### src/rtl/decode_stage_if.sv
// Decoded control bundle carried from the decode stage to execute/memory/writeback.
interface controlsgs_if;
    logic [4:0]  rs1;
    logic [4:0]  rs2;
    logic [4:0]  rd;
    logic [31:0] imm;
    logic [3:0]  alu_op;
    logic [1:0]  alu_a_sel;
    logic        alu_b_imm;
    logic        reg_write;
    logic        mem_read;
    logic        mem_write;
    logic [2:0]  mem_funct3;
    logic [1:0]  result_src;
    logic        branch;
    logic [2:0]  branch_funct3;
    logic        jump;
    logic        jalr;
    logic        illegal;

    modport producer (
        output rs1, rs2, rd, imm, alu_op, alu_a_sel, alu_b_imm, reg_write,
               mem_read, mem_write, mem_funct3, result_src, branch,
               branch_funct3, jump, jalr, illegal
    );

    modport consumer (
        input rs1, rs2, rd, imm, alu_op, alu_a_sel, alu_b_imm, reg_write,
              mem_read, mem_write, mem_funct3, result_src, branch,
              branch_funct3, jump, jalr, illegal
    );
endinterface

### src/rtl/decode_stage.sv
// RV32I instruction decoder: combinational control bundle plus a sticky illegal flag.
module decode_stage (
    input  logic                  clk,
    input  logic                  rst,
    input  logic [31:0]           instr,
    controlsgs_if.producer        controlsgs_io,
    output logic                  illegal_sticky
);
    localparam int unsigned XLEN = 32;

    localparam logic [6:0] OPC_R      = 7'b0110011;
    localparam logic [6:0] OPC_IMM    = 7'b0010011;
    localparam logic [6:0] OPC_LOAD   = 7'b0000011;
    localparam logic [6:0] OPC_STORE  = 7'b0100011;
    localparam logic [6:0] OPC_BRANCH = 7'b1100011;
    localparam logic [6:0] OPC_JAL    = 7'b1101111;
    localparam logic [6:0] OPC_JALR   = 7'b1100111;
    localparam logic [6:0] OPC_LUI    = 7'b0110111;
    localparam logic [6:0] OPC_AUIPC  = 7'b0010111;
    localparam logic [6:0] OPC_FENCE  = 7'b0001111;
    localparam logic [6:0] OPC_SYSTEM = 7'b1110011;

    localparam logic [XLEN-1:0] INSN_ECALL  = 32'h0000_0073;
    localparam logic [XLEN-1:0] INSN_EBREAK = 32'h0010_0073;

    typedef enum logic [3:0] {
        ALU_ADD  = 4'd0,
        ALU_SUB  = 4'd1,
        ALU_SLL  = 4'd2,
        ALU_SLT  = 4'd3,
        ALU_SLTU = 4'd4,
        ALU_XOR  = 4'd5,
        ALU_SRL  = 4'd6,
        ALU_SRA  = 4'd7,
        ALU_OR   = 4'd8,
        ALU_AND  = 4'd9
    } alu_op_e;

    logic [6:0] opcode;
    logic [2:0] funct3;
    logic [6:0] funct7;
    logic [4:0] rd;

    logic [XLEN-1:0] imm_i, imm_s, imm_b, imm_u, imm_j;

    logic [XLEN-1:0] imm;
    alu_op_e         alu_op;
    logic [1:0]      alu_a_sel;
    logic            alu_b_imm;
    logic            reg_write;
    logic            mem_read;
    logic            mem_write;
    logic [1:0]      result_src;
    logic            branch;
    logic [2:0]      branch_funct3;
    logic            jump;
    logic            jalr;
    logic            illegal;

    assign opcode = instr[6:0];
    assign funct3 = instr[14:12];
    assign funct7 = instr[31:25];
    assign rd     = instr[11:7];

    // Immediate formats, all sign-extended from instr[31].
    assign imm_i = {{20{instr[31]}}, instr[31:20]};
    assign imm_s = {{20{instr[31]}}, instr[31:25], instr[11:7]};
    assign imm_b = {{19{instr[31]}}, instr[31], instr[7], instr[30:25], instr[11:8], 1'b0};
    assign imm_u = {instr[31:12], 12'b0};
    assign imm_j = {{11{instr[31]}}, instr[31], instr[19:12], instr[20], instr[30:21], 1'b0};

    // Opcode decode, then suppress side effects for illegal encodings and writes to x0.
    always_comb begin
        imm           = '0;
        alu_op        = ALU_ADD;
        alu_a_sel     = 2'd0;
        alu_b_imm     = 1'b0;
        reg_write     = 1'b0;
        mem_read      = 1'b0;
        mem_write     = 1'b0;
        result_src    = 2'd0;
        branch        = 1'b0;
        branch_funct3 = 3'b000;
        jump          = 1'b0;
        jalr          = 1'b0;
        illegal       = 1'b0;

        case (opcode)
            OPC_R: begin
                reg_write = 1'b1;
                case ({funct7, funct3})
                    {7'h00, 3'b000}: alu_op = ALU_ADD;
                    {7'h20, 3'b000}: alu_op = ALU_SUB;
                    {7'h00, 3'b001}: alu_op = ALU_SLL;
                    {7'h00, 3'b010}: alu_op = ALU_SLT;
                    {7'h00, 3'b011}: alu_op = ALU_SLTU;
                    {7'h00, 3'b100}: alu_op = ALU_XOR;
                    {7'h00, 3'b101}: alu_op = ALU_SRL;
                    {7'h20, 3'b101}: alu_op = ALU_SRA;
                    {7'h00, 3'b110}: alu_op = ALU_OR;
                    {7'h00, 3'b111}: alu_op = ALU_AND;
                    default:         illegal = 1'b1;
                endcase
            end
            OPC_IMM: begin
                imm       = imm_i;
                alu_b_imm = 1'b1;
                reg_write = 1'b1;
                case (funct3)
                    3'b000: alu_op = ALU_ADD;
                    3'b001: begin
                        alu_op  = ALU_SLL;
                        illegal = (funct7 != 7'h00);
                    end
                    3'b010: alu_op = ALU_SLT;
                    3'b011: alu_op = ALU_SLTU;
                    3'b100: alu_op = ALU_XOR;
                    3'b101: begin
                        if (funct7 == 7'h00)      alu_op = ALU_SRL;
                        else if (funct7 == 7'h20) alu_op = ALU_SRA;
                        else                      illegal = 1'b1;
                    end
                    3'b110: alu_op = ALU_OR;
                    3'b111: alu_op = ALU_AND;
                    default: illegal = 1'b1;
                endcase
            end
            OPC_LOAD: begin
                imm        = imm_i;
                alu_b_imm  = 1'b1;
                mem_read   = 1'b1;
                result_src = 2'd1;
                reg_write  = 1'b1;
                illegal    = (funct3 == 3'b011) || (funct3 == 3'b110) || (funct3 == 3'b111);
            end
            OPC_STORE: begin
                imm       = imm_s;
                alu_b_imm = 1'b1;
                mem_write = 1'b1;
                illegal   = funct3[2] || (funct3 == 3'b011);
            end
            OPC_BRANCH: begin
                imm           = imm_b;
                branch        = 1'b1;
                branch_funct3 = funct3;
                alu_op        = ALU_SUB;
                illegal       = (funct3[2:1] == 2'b01);
            end
            OPC_JAL: begin
                imm        = imm_j;
                jump       = 1'b1;
                alu_a_sel  = 2'd1;
                alu_b_imm  = 1'b1;
                result_src = 2'd2;
                reg_write  = 1'b1;
            end
            OPC_JALR: begin
                imm        = imm_i;
                jump       = 1'b1;
                jalr       = 1'b1;
                alu_b_imm  = 1'b1;
                result_src = 2'd2;
                reg_write  = 1'b1;
                illegal    = (funct3 != 3'b000);
            end
            OPC_LUI: begin
                imm       = imm_u;
                alu_a_sel = 2'd2;
                alu_b_imm = 1'b1;
                reg_write = 1'b1;
            end
            OPC_AUIPC: begin
                imm       = imm_u;
                alu_a_sel = 2'd1;
                alu_b_imm = 1'b1;
                reg_write = 1'b1;
            end
            OPC_FENCE: begin
                illegal = 1'b0;
            end
            OPC_SYSTEM: begin
                illegal = (instr != INSN_ECALL) && (instr != INSN_EBREAK);
            end
            default: illegal = 1'b1;
        endcase

        if (illegal) begin
            reg_write = 1'b0;
            mem_read  = 1'b0;
            mem_write = 1'b0;
            branch    = 1'b0;
            jump      = 1'b0;
            jalr      = 1'b0;
        end
        if (rd == 5'd0) begin
            reg_write = 1'b0;
        end
    end

    // Drive the bundle; register indices are always the raw fields.
    assign controlsgs_io.rs1           = instr[19:15];
    assign controlsgs_io.rs2           = instr[24:20];
    assign controlsgs_io.rd            = rd;
    assign controlsgs_io.imm           = imm;
    assign controlsgs_io.alu_op        = alu_op;
    assign controlsgs_io.alu_a_sel     = alu_a_sel;
    assign controlsgs_io.alu_b_imm     = alu_b_imm;
    assign controlsgs_io.reg_write     = reg_write;
    assign controlsgs_io.mem_read      = mem_read;
    assign controlsgs_io.mem_write     = mem_write;
    assign controlsgs_io.mem_funct3    = funct3;
    assign controlsgs_io.result_src    = result_src;
    assign controlsgs_io.branch        = branch;
    assign controlsgs_io.branch_funct3 = branch_funct3;
    assign controlsgs_io.jump          = jump;
    assign controlsgs_io.jalr          = jalr;
    assign controlsgs_io.illegal       = illegal;

    // Sticky illegal flag; reset wins over a same-edge illegal decode.
    always_ff @(posedge clk) begin
        if (rst) begin
            illegal_sticky <= 1'b0;
        end else if (illegal) begin
            illegal_sticky <= 1'b1;
        end
    end
endmodule

### src/flat_wrapper.sv
// flat-port wrapper written by rule: the top's interface ports become plain ports
module decode_stage_flat 
  (clk, rst, instr, illegal_sticky, controlsgs_io_rs1, controlsgs_io_rs2, controlsgs_io_rd, controlsgs_io_imm, controlsgs_io_alu_op, controlsgs_io_alu_a_sel, controlsgs_io_alu_b_imm, controlsgs_io_reg_write, controlsgs_io_mem_read, controlsgs_io_mem_write, controlsgs_io_mem_funct3, controlsgs_io_result_src, controlsgs_io_branch, controlsgs_io_branch_funct3, controlsgs_io_jump, controlsgs_io_jalr, controlsgs_io_illegal);
  controlsgs_if controlsgs_io_i ();
  input  logic clk;
  input  logic rst;
  input  logic [31:0] instr;
  output logic illegal_sticky;
  output wire logic [$bits(controlsgs_io_i.rs1)-1:0] controlsgs_io_rs1;
  output wire logic [$bits(controlsgs_io_i.rs2)-1:0] controlsgs_io_rs2;
  output wire logic [$bits(controlsgs_io_i.rd)-1:0] controlsgs_io_rd;
  output wire logic [$bits(controlsgs_io_i.imm)-1:0] controlsgs_io_imm;
  output wire logic [$bits(controlsgs_io_i.alu_op)-1:0] controlsgs_io_alu_op;
  output wire logic [$bits(controlsgs_io_i.alu_a_sel)-1:0] controlsgs_io_alu_a_sel;
  output wire logic [$bits(controlsgs_io_i.alu_b_imm)-1:0] controlsgs_io_alu_b_imm;
  output wire logic [$bits(controlsgs_io_i.reg_write)-1:0] controlsgs_io_reg_write;
  output wire logic [$bits(controlsgs_io_i.mem_read)-1:0] controlsgs_io_mem_read;
  output wire logic [$bits(controlsgs_io_i.mem_write)-1:0] controlsgs_io_mem_write;
  output wire logic [$bits(controlsgs_io_i.mem_funct3)-1:0] controlsgs_io_mem_funct3;
  output wire logic [$bits(controlsgs_io_i.result_src)-1:0] controlsgs_io_result_src;
  output wire logic [$bits(controlsgs_io_i.branch)-1:0] controlsgs_io_branch;
  output wire logic [$bits(controlsgs_io_i.branch_funct3)-1:0] controlsgs_io_branch_funct3;
  output wire logic [$bits(controlsgs_io_i.jump)-1:0] controlsgs_io_jump;
  output wire logic [$bits(controlsgs_io_i.jalr)-1:0] controlsgs_io_jalr;
  output wire logic [$bits(controlsgs_io_i.illegal)-1:0] controlsgs_io_illegal;
  assign controlsgs_io_rs1 = controlsgs_io_i.rs1;
  assign controlsgs_io_rs2 = controlsgs_io_i.rs2;
  assign controlsgs_io_rd = controlsgs_io_i.rd;
  assign controlsgs_io_imm = controlsgs_io_i.imm;
  assign controlsgs_io_alu_op = controlsgs_io_i.alu_op;
  assign controlsgs_io_alu_a_sel = controlsgs_io_i.alu_a_sel;
  assign controlsgs_io_alu_b_imm = controlsgs_io_i.alu_b_imm;
  assign controlsgs_io_reg_write = controlsgs_io_i.reg_write;
  assign controlsgs_io_mem_read = controlsgs_io_i.mem_read;
  assign controlsgs_io_mem_write = controlsgs_io_i.mem_write;
  assign controlsgs_io_mem_funct3 = controlsgs_io_i.mem_funct3;
  assign controlsgs_io_result_src = controlsgs_io_i.result_src;
  assign controlsgs_io_branch = controlsgs_io_i.branch;
  assign controlsgs_io_branch_funct3 = controlsgs_io_i.branch_funct3;
  assign controlsgs_io_jump = controlsgs_io_i.jump;
  assign controlsgs_io_jalr = controlsgs_io_i.jalr;
  assign controlsgs_io_illegal = controlsgs_io_i.illegal;
  decode_stage u_core (.clk(clk), .rst(rst), .instr(instr), .controlsgs_io(controlsgs_io_i), .illegal_sticky(illegal_sticky));
endmodule
### config.mk
export PLATFORM = sky130hd
export DESIGN_NAME = decode_stage_flat
export DESIGN_NICKNAME = d
export VERILOG_FILES = /design/src/rtl/decode_stage_if.sv /design/src/rtl/decode_stage.sv /design/src/flat_wrapper.sv
export SDC_FILE = /design/constraint.sdc
export NUM_CORES = 1
export LEC_CHECK = 0
export CORE_ASPECT_RATIO = 0.9
export CORE_MARGIN = 2
export CORE_UTILIZATION = 33
export DETAILED_ROUTE_END_ITERATION = 8
export PLACE_DENSITY = 0.81
export SYNTH_ARGS = -nofsm -noshare
export SYNTH_HDL_FRONTEND = slang
export SYNTH_SLANG_ARGS = --single-unit
### constraint.sdc
create_clock -name clk -period 3.05 [get_ports clk]
set_clock_uncertainty 0.2 [all_clocks]
set_input_delay 0.61 -clock clk [delete_from_list [all_inputs] [get_ports clk]]
set_output_delay 0.61 -clock clk [all_outputs]
set_load 0.02 [all_outputs]
---- Word-level counts from Yosys, hierarchy flattened ----
Index checks and enable logic that the tools add are counted.
operators by class
  equality and inequality tests ........... 31
  reduce and logical (&&, ||, !) cells .... 18
  multiplexer cells ....................... 28
operators by type and width
  cell                    count
  $pmux W32 S5            1
  $eq A10 B3 Y1 const B   4
  $pmux W4 S9             1
  $ne A32 B21 Y1 const B  1
  $ne A32 B7 Y1 const B   1
  $pmux W4 S8             1
  $eq A7 B6 Y1 const B    4
  $eq A7 B7 Y1 const B    4
  $eq A10 B2 Y1 const B   2
  $eq A10 B9 Y1 const B   2
  $mux W1                 17
  $eq A7 B5 Y1 const B    2
  $reduce_or A7 Y1        2
  $eq A3 B3 Y1 const B    4
  $pmux W4 S3             1
  $eq A10 B1 Y1 const B   1
  $logic_not A10 Y1       1
  $reduce_or A10 Y1       1
  $pmux W1 S8             1
  $pmux W2 S2             2
  $eq A7 B2 Y1 const B    1
  $eq A7 B4 Y1 const B    1
  $logic_not A7 Y1        1
  $reduce_bool A7 Y1      1
  14 further kinds        20
word-level totals
  input port bits ......................... 34
  output and inout bits ................... 70
  flip-flop bits (word level) ............. 1
  word-level logic and storage cells ...... 78

---- Longest topological paths before layout ----
  depth in word-level cells ............... 7
  mapped depth ............................ 7
  mapped depth without buffers ............ 5

---- Worst setup path after synthesis ----
OpenSTA, ideal clock, no wires.
  path kind ............................... input to output
  start point ............................. input instr[11]
  end point ............................... output controlsgs_io_branch
  path buffers ............................ 0
  data arrival time ....................... 2113 ps
  data required time ...................... 2240 ps
  stages on the path ...................... 4
  slack ................................... 127 ps
  cells stage by stage .................... or4_4 > nor4_4 > o311ai_4 > nor3_1
between the ends
  cells in the longest elaborated chain, start to end .. 4
  elaborated cells between the ends (all ways) .. 5
  classes of those cells .................. eq/ne (2); mux (2); reduce/logical (1)
RTL lines
  what                                                    RTL line             RTL
  from (decl)                                             flat_wrapper.sv:7    input logic [31:0] instr;
  $ne A32 B7 Y1 / $ne A32 B21 Y1 (equally long branches)  decode_stage.sv:182  illegal = (instr != INSN_ECALL) && (instr != INSN_EBREAK);
  $logic_and A1 B1 Y1 *                                   decode_stage.sv:182
  $pmux W1 S8 *                                           decode_stage.sv:88   case (opcode)
  $mux W1 *                                               decode_stage.sv:187  if (illegal) begin
  to (decl)                                               flat_wrapper.sv:21   output wire logic [$bits(controlsgs_io_i.branch)-1:0] controlsgs_io_branch;
Mark *: on every way between the ends. The rest lies on a longest branch, timed or not.

---- Worst setup path after layout ----
  start point ............................. input instr[27]
  end point ............................... output controlsgs_io_mem_write
between the ends
  cells in the longest elaborated chain, start to end .. 6
  elaborated cells between the ends (all ways) .. 23
  classes of those cells .................. eq/ne (12); mux (6); reduce/logical (5)
RTL lines
  what           RTL line             RTL
  $eq A7 B6 Y1   decode_stage.sv:120  else if (funct7 == 7'h20) alu_op = ALU_SRA;
  $mux W1        decode_stage.sv:120
  $mux W1        decode_stage.sv:119  if (funct7 == 7'h00) alu_op = ALU_SRL;
  $pmux W1 S2    decode_stage.sv:109  case (funct3)
  $pmux W1 S8 *  decode_stage.sv:88
  $mux W1 *      decode_stage.sv:187
  to (decl)      flat_wrapper.sv:18   output wire logic [$bits(controlsgs_io_i.mem_write)-1:0] controlsgs_io_mem_write;
Marks and branches as above.

==> key figures <==
Clock network
  • Clock slew at reported path FFs: 0 ns
  • Hold Buf Count CTS: 0
  • Skew-Pair Late Insertion Delay: 0 ns

Layout
  • Post-layout util: around 76%
  • Reg area: 20.0 um2
  • Layout fillers: ~270
  • Final Net Count: 371
  • Syn-to-layout area delta: 123%
  • Footprint of the multi-input gates: 1140 um2
  • Regs by FF count: u_core.illegal_sticky (1)
  • Share of layout cells above drive strength 1: 48.7%
  • Most flops, register: u_core.illegal_sticky
  • Diode count: 0
  • Largest register FFs: 1

Power and ir drop
  • Pwr Density: 110 nW/um2
  • Maximum vdd ir drop: 88.1 uV
  • Leakage Power: 1.47 nW

Worst setup path
  • R2R Path Start: u_core.illegal_sticky$_SDFFE_PP0P_
  • R2r worst-path depth: 1
  • R2R Path End: u_core.illegal_sticky$_SDFFE_PP0P_
  • Startpoint types: primary input
  • R2R setup slack: 2.16 ns
  • CP arrival: between 2 and 2.5 ns
  • Critical path capture point type: output port
  • Setup crit start: instr[27]
  • Critical path class: in2out
  • Crit path to: controlsgs_io_mem_write
  • Worst path required time: 2.24 ns
  • Critical Path Fanout Max: 8

Yosys
  • Cells after Synth: 184
  • Seq cells post-synth: 1
  • Syn Std Cell Area: between 1000 and 1500 um2
  • Share of the synthesized area in the top cell type: 11.5%
  • Seq/Total Area, Yosys: 1.62%
  • Synth area leader: a21o_1
  • Synthesized Nets: 218
  • EDFF count, synth: 0
  • Yosys cell types: 53
  • Async SR Flop Fraction: 0%
  • Synth top cells by count: a21o_1, buf_4, nor2_1
  • Synth Area per Inst: 6.72 um2
  • Primary FF master, synth: dfxtp_1
  • Most common cell in the synthesized netlist: a21o_1
  • Synth area leaders: a21o_1, buf_4, nor2_1
  • Warnings, synthesis: 0

Global routing
  • Vias in the first global route: roughly 1900
  • Initial antenna violation count: 0
  • Largest net degree at the start of global routing: 13
  • First-pass GRT wire length: 8840 um
  • Overall routing resource usage: 27.1%
  • Total global routing overflow: 0

Detailed routing
  • ANT nets after route: 0
  • 1st-pass router iterations: 4
  • Wire per inst: 16.8 um
  • Mean number of vias per cell: 5.37
  • DR iter-0 viols: 68
  • Via count: 2046
  • Routed WL: 6410 um
  • Post-route DRC: 0

STA
  • Pins Over Slew Limit: 0
  • Minimum period implied by the final worst setup slack: roughly 3.2 ns
  • Least-Margin Pin Slew: 0.400 ns
  • Final worst slack: -0.111 ns
  • Setup violators final: 4
  • Final hold vios: 0
  • Tcrit/Tclk final: 104%
  • Max frequency: 316 MHz
  • Slew Limit Headroom: 73.2%
  • Fin Setup TNS: -0.161 ns
  • RSZ-0062 raised after global routing: true

Placement
  • PortBufs: 103
  • Global placer's final weighted congestion: approximately 0.92
  • DP HPWL: roughly 4600 um

Hold path
  • Hold crit path type: reg2reg

Outcome
  • Failing checks: negative setup slack
  • Status: finished with violations

Die
  • I/O Pins: approximately 100
  • Starting Density: about a third
  • Core area: 3650 um2
  • Die area: roughly 4300 um2
  • Die height: 62.1 um
  • Die X: approximately 70 um
  • Floorplan row count: 21

Run
  • Max-cap violations: 0
## final cells by class
cell class,count,area share (%)
Sequential cell,1,0.725
Tap cell,46,2.08
Timing Repair Buffer,184,54.9
Multi-Input combinational cell,144,41.4
Inverter,6,0.815
## stage by stage
stage | total power [mW] | cells | hold slack, ns | setup WS [ns] | area, um2
CTS | 0.292 | 380 | 0.275 | -0.0605 | 2790
floorplan | 0.135 | 184 | 0.404 | 0.127 | 1240
global placement | 0.281 | 370 | 0.275 | -0.717 | 2670
global route | 0.320 | 381 | 0.296 | -0.179 | 2760
finish | 0.303 | 381 | 0.275 | -0.111 | 2760
detailed placement | 0.288 | 370 | 0.274 | -0.801 | 2670
## worst min-delay path by stage
stage / startpoint / cells past startpoint / slack, ns / endpoint
finish: u_core.illegal_sticky$_SDFFE_PP0P_ / 1 / 0.27 / u_core.illegal_sticky$_SDFFE_PP0P_
global route: u_core.illegal_sticky$_SDFFE_PP0P_ / 1 / 0.30 / u_core.illegal_sticky$_SDFFE_PP0P_
CTS: u_core.illegal_sticky$_SDFFE_PP0P_ / 1 / 0.28 / u_core.illegal_sticky$_SDFFE_PP0P_
detailed placement: u_core.illegal_sticky$_SDFFE_PP0P_ / 1 / 0.27 / u_core.illegal_sticky$_SDFFE_PP0P_
global placement: u_core.illegal_sticky$_SDFFE_PP0P_ / 1 / 0.28 / u_core.illegal_sticky$_SDFFE_PP0P_
floorplan: u_core.illegal_sticky$_SDFFE_PP0P_ / 1 / 0.40 / u_core.illegal_sticky$_SDFFE_PP0P_
## cell usage in the layout, fill, tap and decap left out, drive strengths merged, types with 3 or more instances in the layout
cell type	n
nand2	16
nand3	3
nor3	5
dlygate4sd2	23
and2	9
o21ai	8
a22o	5
nor2b	4
nor4	9
and3	3
buf	113
clkdlybuf4s50	23
a21oi	9
nor2	17
a21o	19
inv	6
clkbuf	6
clkdlybuf4s15	18
## where the power goes
group,internal (mW),switching [mW]
logic,0.144,0.145
registers,0.0142,0.000418
clock network,0,0
total,0.158,0.145
## critical path, stage by stage
cell and delay, ns:
buf_4 0.13, nor4_4 0.32, buf_4 0.16, buf_4 0.10, nand3_1 0.12, nand4_1 0.17
o311ai_4 0.12, buf_12 0.17, nor4b_4 0.27, buf_4 0.19
## layer usage
metal / wire length (um) / part of all wire (%) / track usage (%)
met2: 3170 / 49 / 51.2
met4: 245 / 3.8 / 8.29
met5: 0 / 0 / 0
met1: 2380 / 37 / 32.4
met3: 610 / 9.5 / 2.16
## logic make-up (layout without fill, tap and decap cells)
kind of cell              count (synthesis)  count (layout)  share of synthesized area [%]
AOI/OAI and AO/OA                        61              61                           38.4
and+or+nand+nor                          82              82                           41.5
buffers and inverters                    39             190                           17.8
xor gates and xnor gates                  1               1                          0.709
DFF                                       1               1                           1.62
## what timing repair did
item	4_1_cts	5_1_grt
setup endpoints to repair	51	47
cloned	1	0
pin swaps	22	11
buffers inserted	9	1
resized for setup	223	48
(Power assumes the default switching activity.)
